### config.mk
export PLATFORM = sky130hd
export DESIGN_NAME = uart_rx_dev
export DESIGN_NICKNAME = d
export VERILOG_FILES = /design/src/rtl/uart_rx_dev.sv
export SDC_FILE = /design/constraint.sdc
export NUM_CORES = 1
export LEC_CHECK = 0
export BUFFER_PORTS_ARGS = -buffer_cell sky130_fd_sc_hd__buf_2
export CAP_MARGIN = 0
export CORE_MARGIN = 8
export CORE_UTILIZATION = 31
export CTS_CLUSTER_DIAMETER = 30
export DETAILED_ROUTE_END_ITERATION = 10
export PLACE_DENSITY = 0.52
export SYNTH_ARGS = -nofsm -noshare
export SYNTH_HDL_FRONTEND = slang
export SYNTH_SLANG_ARGS = --single-unit
export TNS_END_PERCENT = 1
### constraint.sdc
create_clock -name clk_sys_i -period 7.95 [get_ports clk_sys_i]
set_input_delay 1.59 -clock clk_sys_i [delete_from_list [all_inputs] [get_ports clk_sys_i]]
set_output_delay 1.59 -clock clk_sys_i [all_outputs]
set_load 0.1 [all_outputs]
### src/rtl/uart_rx_dev.sv
// rtl/uart_rx_dev.sv - memory-mapped UART receiver with RX FIFO and level interrupt
//
// Receives 8N1 characters (LSB first) on uart_rx_i, buffers them in a FIFO and
// exposes them on the device bus. Build option UART_RX_PARITY_EN switches the
// frame to 8E1 and enables the PERR flag.
//
// Ports:
//   clk_sys_i        system clock
//   rst_sys_ni       asynchronous active-low reset
//   device_req_i     single-cycle bus request, always granted
//   device_addr_i    byte address, bits [3:2] select the register
//   device_we_i      write enable
//   device_be_i      byte enables, bit 0 gates writes
//   device_wdata_i   write data
//   device_rvalid_o  response valid, one cycle after the request
//   device_rdata_o   read data (0 for writes)
//   uart_rx_i        asynchronous serial input, idle high
//   rx_irq_o         level interrupt
//
// Registers (offset = addr[3:2]*4):
//   0x0 DATA    [7:0] head byte, [31] EMPTY; a non-empty read pops
//   0x4 STATUS  [0] EMPTY [1] FULL [2] OVR [3] FERR [4] PERR [9:5] level
//   0x8 IRQ_EN  [0] RXNE_EN [1] ERR_EN
//   0xC         reads 0

module uart_rx_dev #(
  parameter int unsigned ClockFrequency = 50_000_000,
  parameter int unsigned BaudRate       = 115_200,
  parameter int unsigned FifoDepth      = 8
) (
  input  logic        clk_sys_i,
  input  logic        rst_sys_ni,
  input  logic        device_req_i,
  input  logic [31:0] device_addr_i,
  input  logic        device_we_i,
  input  logic [3:0]  device_be_i,
  input  logic [31:0] device_wdata_i,
  output logic        device_rvalid_o,
  output logic [31:0] device_rdata_o,
  input  logic        uart_rx_i,
  output logic        rx_irq_o
);

  localparam int unsigned ClocksPerBit = ClockFrequency / BaudRate;
  localparam int unsigned CntW         = $clog2(ClocksPerBit);
  localparam logic [CntW-1:0] CntLast  = CntW'(ClocksPerBit - 1);
  localparam logic [CntW-1:0] CntHalf  = CntW'(ClocksPerBit / 2 - 1);
  localparam int unsigned PtrW         = $clog2(FifoDepth);
  localparam int unsigned LvlW         = PtrW + 1;
  localparam logic [LvlW-1:0] LvlFull  = LvlW'(FifoDepth);

  // ---------------------------------------------------------------------------
  // Input synchroniser; preset high so reset never looks like a start bit.
  // ---------------------------------------------------------------------------
  logic [1:0] sync_q;
  logic       rx_s;

  always_ff @(posedge clk_sys_i or negedge rst_sys_ni) begin
    if (!rst_sys_ni) begin
      sync_q <= 2'b11;
    end else begin
      sync_q <= {sync_q[0], uart_rx_i};
    end
  end

  assign rx_s = sync_q[1];

  // ---------------------------------------------------------------------------
  // Receive FSM. Produces single-cycle registered events: push_q (with
  // push_data_q), ferr_set_q and, with parity, perr_set_q.
  // ---------------------------------------------------------------------------
`ifdef UART_RX_PARITY_EN
  typedef enum logic [2:0] {StIdle, StStart, StData, StParity, StStop, StBreak} state_e;
`else
  typedef enum logic [2:0] {StIdle, StStart, StData, StStop, StBreak} state_e;
`endif

  state_e          state_q;
  logic [CntW-1:0] cnt_q;
  logic [2:0]      bit_q;
  logic [7:0]      shift_q;
  logic            push_q;
  logic [7:0]      push_data_q;
  logic            ferr_set_q;
`ifdef UART_RX_PARITY_EN
  logic            par_err_q;
  logic            perr_set_q;
`endif

  always_ff @(posedge clk_sys_i or negedge rst_sys_ni) begin
    if (!rst_sys_ni) begin
      state_q     <= StIdle;
      cnt_q       <= '0;
      bit_q       <= '0;
      shift_q     <= '0;
      push_q      <= 1'b0;
      push_data_q <= '0;
      ferr_set_q  <= 1'b0;
`ifdef UART_RX_PARITY_EN
      par_err_q   <= 1'b0;
      perr_set_q  <= 1'b0;
`endif
    end else begin
      push_q     <= 1'b0;
      ferr_set_q <= 1'b0;
`ifdef UART_RX_PARITY_EN
      perr_set_q <= 1'b0;
`endif
      case (state_q)
        StIdle: begin
          if (!rx_s) begin
            state_q <= StStart;
            cnt_q   <= '0;
          end
        end

        // Re-check the start bit half a bit later to reject glitches and to
        // align all following samples to mid-bit.
        StStart: begin
          if (cnt_q == CntHalf) begin
            cnt_q <= '0;
            if (rx_s) begin
              state_q <= StIdle;
            end else begin
              state_q <= StData;
              bit_q   <= '0;
            end
          end else begin
            cnt_q <= cnt_q + CntW'(1);
          end
        end

        StData: begin
          if (cnt_q == CntLast) begin
            cnt_q   <= '0;
            shift_q <= {rx_s, shift_q[7:1]};
            bit_q   <= bit_q + 3'd1;
            if (bit_q == 3'd7) begin
`ifdef UART_RX_PARITY_EN
              state_q <= StParity;
`else
              state_q <= StStop;
`endif
            end
          end else begin
            cnt_q <= cnt_q + CntW'(1);
          end
        end

`ifdef UART_RX_PARITY_EN
        // Even parity: data bits and parity bit together must XOR to 0.
        StParity: begin
          if (cnt_q == CntLast) begin
            cnt_q     <= '0;
            par_err_q <= ^{shift_q, rx_s};
            state_q   <= StStop;
          end else begin
            cnt_q <= cnt_q + CntW'(1);
          end
        end
`endif

        StStop: begin
          if (cnt_q == CntLast) begin
            cnt_q <= '0;
            if (rx_s) begin
              state_q <= StIdle;
`ifdef UART_RX_PARITY_EN
              if (par_err_q) begin
                perr_set_q <= 1'b1;
              end else begin
                push_q      <= 1'b1;
                push_data_q <= shift_q;
              end
`else
              push_q      <= 1'b1;
              push_data_q <= shift_q;
`endif
            end else begin
              // Framing error wins over parity; only FERR is raised.
              ferr_set_q <= 1'b1;
              state_q    <= StBreak;
            end
          end else begin
            cnt_q <= cnt_q + CntW'(1);
          end
        end

        // A line held low must not be re-framed as new characters.
        StBreak: begin
          if (rx_s) begin
            state_q <= StIdle;
          end
        end

        default: state_q <= StIdle;
      endcase
    end
  end

  // ---------------------------------------------------------------------------
  // FIFO, flags and bus interface
  // ---------------------------------------------------------------------------
  logic [7:0]      mem_q [FifoDepth];
  logic [PtrW-1:0] wr_ptr_q, rd_ptr_q;
  logic [LvlW-1:0] count_q, count_d;
  logic            ovr_q, ovr_d;
  logic            ferr_q, ferr_d;
  logic [1:0]      irq_en_q, irq_en_d;
  logic            rvalid_q;
  logic [31:0]     rdata_q, rdata_d;
  logic            irq_q, irq_d;

  logic            perr_cur, perr_nxt;
  logic [1:0]      reg_sel;
  logic            rd_req, wr_req, clr_stat;
  logic            fifo_empty, fifo_full;
  logic            pop, push_ok, ovr_set;
  logic [31:0]     rd_val;

  assign reg_sel    = device_addr_i[3:2];
  assign rd_req     = device_req_i & ~device_we_i;
  assign wr_req     = device_req_i & device_we_i & device_be_i[0];
  assign clr_stat   = wr_req & (reg_sel == 2'd1);
  assign fifo_empty = (count_q == '0);
  assign fifo_full  = (count_q == LvlFull);
  assign pop        = rd_req & (reg_sel == 2'd0) & ~fifo_empty;
  // A simultaneous pop frees the slot, so a push into a full FIFO still lands.
  assign push_ok    = push_q & (~fifo_full | pop);
  assign ovr_set    = push_q & fifo_full & ~pop;

`ifdef UART_RX_PARITY_EN
  logic perr_q, perr_d;
  assign perr_d   = perr_set_q | (perr_q & ~(clr_stat & device_wdata_i[4]));
  assign perr_cur = perr_q;
  assign perr_nxt = perr_d;

  always_ff @(posedge clk_sys_i or negedge rst_sys_ni) begin
    if (!rst_sys_ni) begin
      perr_q <= 1'b0;
    end else begin
      perr_q <= perr_d;
    end
  end
`else
  assign perr_cur = 1'b0;
  assign perr_nxt = 1'b0;
`endif

  always_comb begin
    count_d = count_q;
    case ({push_ok, pop})
      2'b10:   count_d = count_q + LvlW'(1);
      2'b01:   count_d = count_q - LvlW'(1);
      default: count_d = count_q;
    endcase

    // Set events take priority over a same-cycle W1C.
    ovr_d  = ovr_set    | (ovr_q  & ~(clr_stat & device_wdata_i[2]));
    ferr_d = ferr_set_q | (ferr_q & ~(clr_stat & device_wdata_i[3]));

    irq_en_d = irq_en_q;
    if (wr_req && reg_sel == 2'd2) begin
      irq_en_d = device_wdata_i[1:0];
    end

    rd_val = '0;
    case (reg_sel)
      2'd0:    rd_val = fifo_empty ? 32'h8000_0000 : {24'd0, mem_q[rd_ptr_q]};
      2'd1:    rd_val = {22'd0, 5'(count_q), perr_cur, ferr_q, ovr_q, fifo_full, fifo_empty};
      2'd2:    rd_val = {30'd0, irq_en_q};
      default: rd_val = '0;
    endcase
    rdata_d = rd_req ? rd_val : '0;

    // Built from next-state values so the registered IRQ tracks the flags
    // without an extra cycle of lag.
    irq_d = (irq_en_d[0] & (count_d != '0)) |
            (irq_en_d[1] & (ovr_d | ferr_d | perr_nxt));
  end

  always_ff @(posedge clk_sys_i) begin
    if (push_ok) begin
      mem_q[wr_ptr_q] <= push_data_q;
    end
  end

  always_ff @(posedge clk_sys_i or negedge rst_sys_ni) begin
    if (!rst_sys_ni) begin
      wr_ptr_q <= '0;
      rd_ptr_q <= '0;
      count_q  <= '0;
      ovr_q    <= 1'b0;
      ferr_q   <= 1'b0;
      irq_en_q <= '0;
      rvalid_q <= 1'b0;
      rdata_q  <= '0;
      irq_q    <= 1'b0;
    end else begin
      if (push_ok) begin
        wr_ptr_q <= wr_ptr_q + PtrW'(1);
      end
      if (pop) begin
        rd_ptr_q <= rd_ptr_q + PtrW'(1);
      end
      count_q  <= count_d;
      ovr_q    <= ovr_d;
      ferr_q   <= ferr_d;
      irq_en_q <= irq_en_d;
      rvalid_q <= device_req_i;
      rdata_q  <= rdata_d;
      irq_q    <= irq_d;
    end
  end

  assign device_rvalid_o = rvalid_q;
  assign device_rdata_o  = rdata_q;
  assign rx_irq_o        = irq_q;

  logic unused_bus;
  assign unused_bus = ^{device_addr_i[31:4], device_addr_i[1:0],
                        device_be_i[3:1], device_wdata_i[31:4]};

endmodule
==> reports/metrics.yaml <==
run_status:
  outcome: "complete, no violations"
sta:
  rsz0062_at_grt: "false"
  worst_pin_slew_ns: 0.988
  fin_crit_ns: 4.04
  fin_crit_sh_pct: 50.8
  fin_tns_setup_ns: 0
  worst_clock_skew_ns: 0.00654
  relSlewSlack_pct: 33.7
  final_max_slew_viol_count: 0
  worst_slack_ns: 3.91
  setup_violations: 0
  whs_ns: 0.359
  finalHoldViolations: 0
  fmax_mhz: 248
clocking:
  cts.clk_slew.worst_paths_ns: 0.06
  clockRootBuffer: "clkbuf_16"
  cts.sinks: 125
  cts_buffer_depth: 2
  clock_latency_ns: 0.42
  cts_tree: "built"
  cts_resized: 0
  postCtsHoldBufs: 0
  h-tree-depth: 4
  post_cts_buffers: 0
  cts_buffers: 17
synthesis:
  async_flop_share_pct: 48.8
  synth.cells.most_frequent: "64 x edfxtp_1, 59 x dfrtp_1, 50 x nand2_1"
  synthCells: 401
  synth-edff-count: 64
  synth_most_common_cell: "edfxtp_1"
  synth_top_area_cell: "edfxtp_1"
  synth_seq_area_share_pct: 62.6
  ys.warnings.count: 0
  ys_ff_latch: 125
  synth.avg_cell_area_sq_um: 13.8
  synth_ff_type: "edfxtp_1"
  synth_area_leaders: "edfxtp_1 35%, dfrtp_1 27%, mux4_2 6.5%, nand2_1 3.4%, buf_4 3.1%"
  synthesis.area_sq_um: 5520
  synth.distinct_cells: 65
  yosysTopAreaCellShare_pct: 34.8
power:
  power_frac_comb_pct: 13.1
  power_frac_seq_pct: 40.6
  p_leak_nw: 2.76
  swShare_pct: 26.4
  p_per_area_nw_per_um2: 291
  p_clk_share_pct: 46.3
  peakVddDrop_mv: 0.166
  netSwitchingPower_uw: 496
  internal_power_mw: 1.38
floorplanning:
  die_w_um: 149
  floorplan.die_area_sq_um: 22300
  std_cell_rows: 48
  initial_core_util_pct: 31.8
  core_area_sq_um: 17400
  pin_count: 107
  die_y_um: 149
cells_and_area:
  final_cell_area_sq_um: 6450
  diodes: 0
  nets: 509
  drive_above_1_share_pct: 21.8
  area_growth_pct: 17.0
global_route:
  grt_overflow_total: 0
  grt_pass1_wl_um: 17600
  grt_use_total_pct: 10.4
  antenna_found_initial: 0
  grt_start_max_net_pins: 62
  grt_pass1_vias: 3341
routing:
  top_layer: "met4"
  met1_length_um: 4740
  finalWirelength_um: 10600
  avgViaCountPerCell: 4.67
  drc: 0
  wl_met3_um: 499
  ant_nets: 0
  dr_wl_met2_um: 5100
  wl_per_cell_um: 15.9
  drt_iter0_markers: 152
  drt_pass1_iterations: 4
  vias: 3109
critical_path:
  r2r_setup_slack_ns: 4.91
  worst_ep_arrival_time_ns: 4.34
  r2r_start: "count_q[0]$_DFF_PN0_"
  rr_worst_depth: 9
  critical_path_buf_inv_count: 1
  worstPathRequired_ns: 8.25
  worstSetupStartpointType: "primary input"
  crit_family: "compound AO/OA/AOI/OAI gates"
  rr_endpoint: "rx_irq_o$_DFF_PN0_"
  path_cells: "buf_2, or4b_4, nor3_2, xor2_1, ha_1, or3_1, nor3_1, a311o_1, a2111o_1, o41a_1"
  crit_type: "in -> reg"
  worst_path_max_delay_cell: "or4b_4"
  critPathMaxFanout: 15
  critPathCaptureType: "flip-flop"
  cpPeakStageDelay_ns: 0.61
worst_hold_path:
  min_path_type: "reg -> reg"
  hold_path_depth: 0
  min-delay-start: "sync_q[0]$_DFF_PN1_"
  hold_end: "sync_q[1]$_DFF_PN1_"
placed_design:
  place_ws_ns: 3.50
  port_buffers: 23
  placed_area_sq_um: 5790
  hpwl_um: 7080
  gp_congestion: 0.740
run:
  maxCapViolCount: 0
-- layout make-up --
cell class | instances | area [sq um]
fillers | 1652 | 10900
flip-flops and latches | 125 | 3450
multi-input cells | 249 | 1890
clock buffers | 20 | 447
well taps | 225 | 282
clock inverters | 12 | 216
repair buffers | 26 | 138
inverters | 9 | 33.8
-- placed cells by master, fill, tap and decap left out, types with 5 or more instances in the layout --
cell and count:
edfxtp_1 64, dfrtp_1 59, nand2_1 50, buf_2 23
conb_1 22, nor2_1 18, clkbuf_16 17, mux4_2 16
a21oi_1 9, o21ai_1 9, mux2_1 9, inv_1 8
mux2_2 8, ha_1 8, nor3_1 7, a21o_1 7
nand3_1 6, nand2b_1 6, bufinv_16 6, nor3_2 5
or3_1 5, a22oi_1 5
-- power by group through the flow --
| stage | Clock (mW) | Sequential, mW | Combinational (mW) |
|---|---|---|---|
| CTS | 0.886 | 0.764 | 0.249 |
| finish | 0.868 | 0.762 | 0.246 |
| global placement | 0 | 0.777 | 0.246 |
| global route | 0.917 | 0.768 | 0.266 |
| floorplan | 0 | 0.751 | 0.231 |
| detailed placement | 0 | 0.777 | 0.247 |
-- kinds of logic after synthesis --
logic type / share of synthesized area, %
fa+ha+maj: 1.81
buf+inv: 5.04
mux: 11.0
xor+xnor: 1.11
other cells: 0.0680
flops: 62.6
compound gates: 6.53
simple gates: 11.9
-- worst max path at each step --
stage	to	slack, ns	cells past startpoint	start
after detailed placement	rx_irq_o$_DFF_PN0_	3.50	10	device_addr_i[2]
after global placement	rx_irq_o$_DFF_PN0_	3.50	10	device_addr_i[2]
final	rx_irq_o$_DFF_PN0_	3.91	10	device_addr_i[2]
after global routing	rx_irq_o$_DFF_PN0_	3.78	10	device_addr_i[2]
after CTS	rx_irq_o$_DFF_PN0_	3.94	10	device_addr_i[2]
after floorplan	rx_irq_o$_DFF_PN0_	3.81	10	device_we_i
-- metrics by stage --
step / instances / util [%] / power (mW)
CTS: 666 / 37.2 / 1.90
global placement: 634 / 33.4 / 1.02
detailed placement: 634 / 33.4 / 1.02
floorplan: 422 / - / 0.982
global route: 666 / 37.2 / 1.95
finish: 666 / 37.2 / 1.88
-- metal layers --
metal / track usage [%] / vias up
met5: 0 / -
met4: 5.10 / 0
met3: 3.43 / 24
met2: 16.8 / 53
met1: 12.2 / 1535
li1: - / 1497
-- sequential cells by signal, summed over array words and instances, names as in the netlist --
signal	flops
bit_q	3
cnt_q	9
count_q	4
device_rdata_o	10
device_rvalid_o	1
ferr_q	1
ferr_set_q	1
irq_en_q	2
mem_q	64
ovr_q	1
push_data_q	8
push_q	1
rd_ptr_q	3
rx_irq_o	1
shift_q	8
state_q	3
sync_q	2
wr_ptr_q	3
No activity file was read; power rests on OpenSTA's default activity.
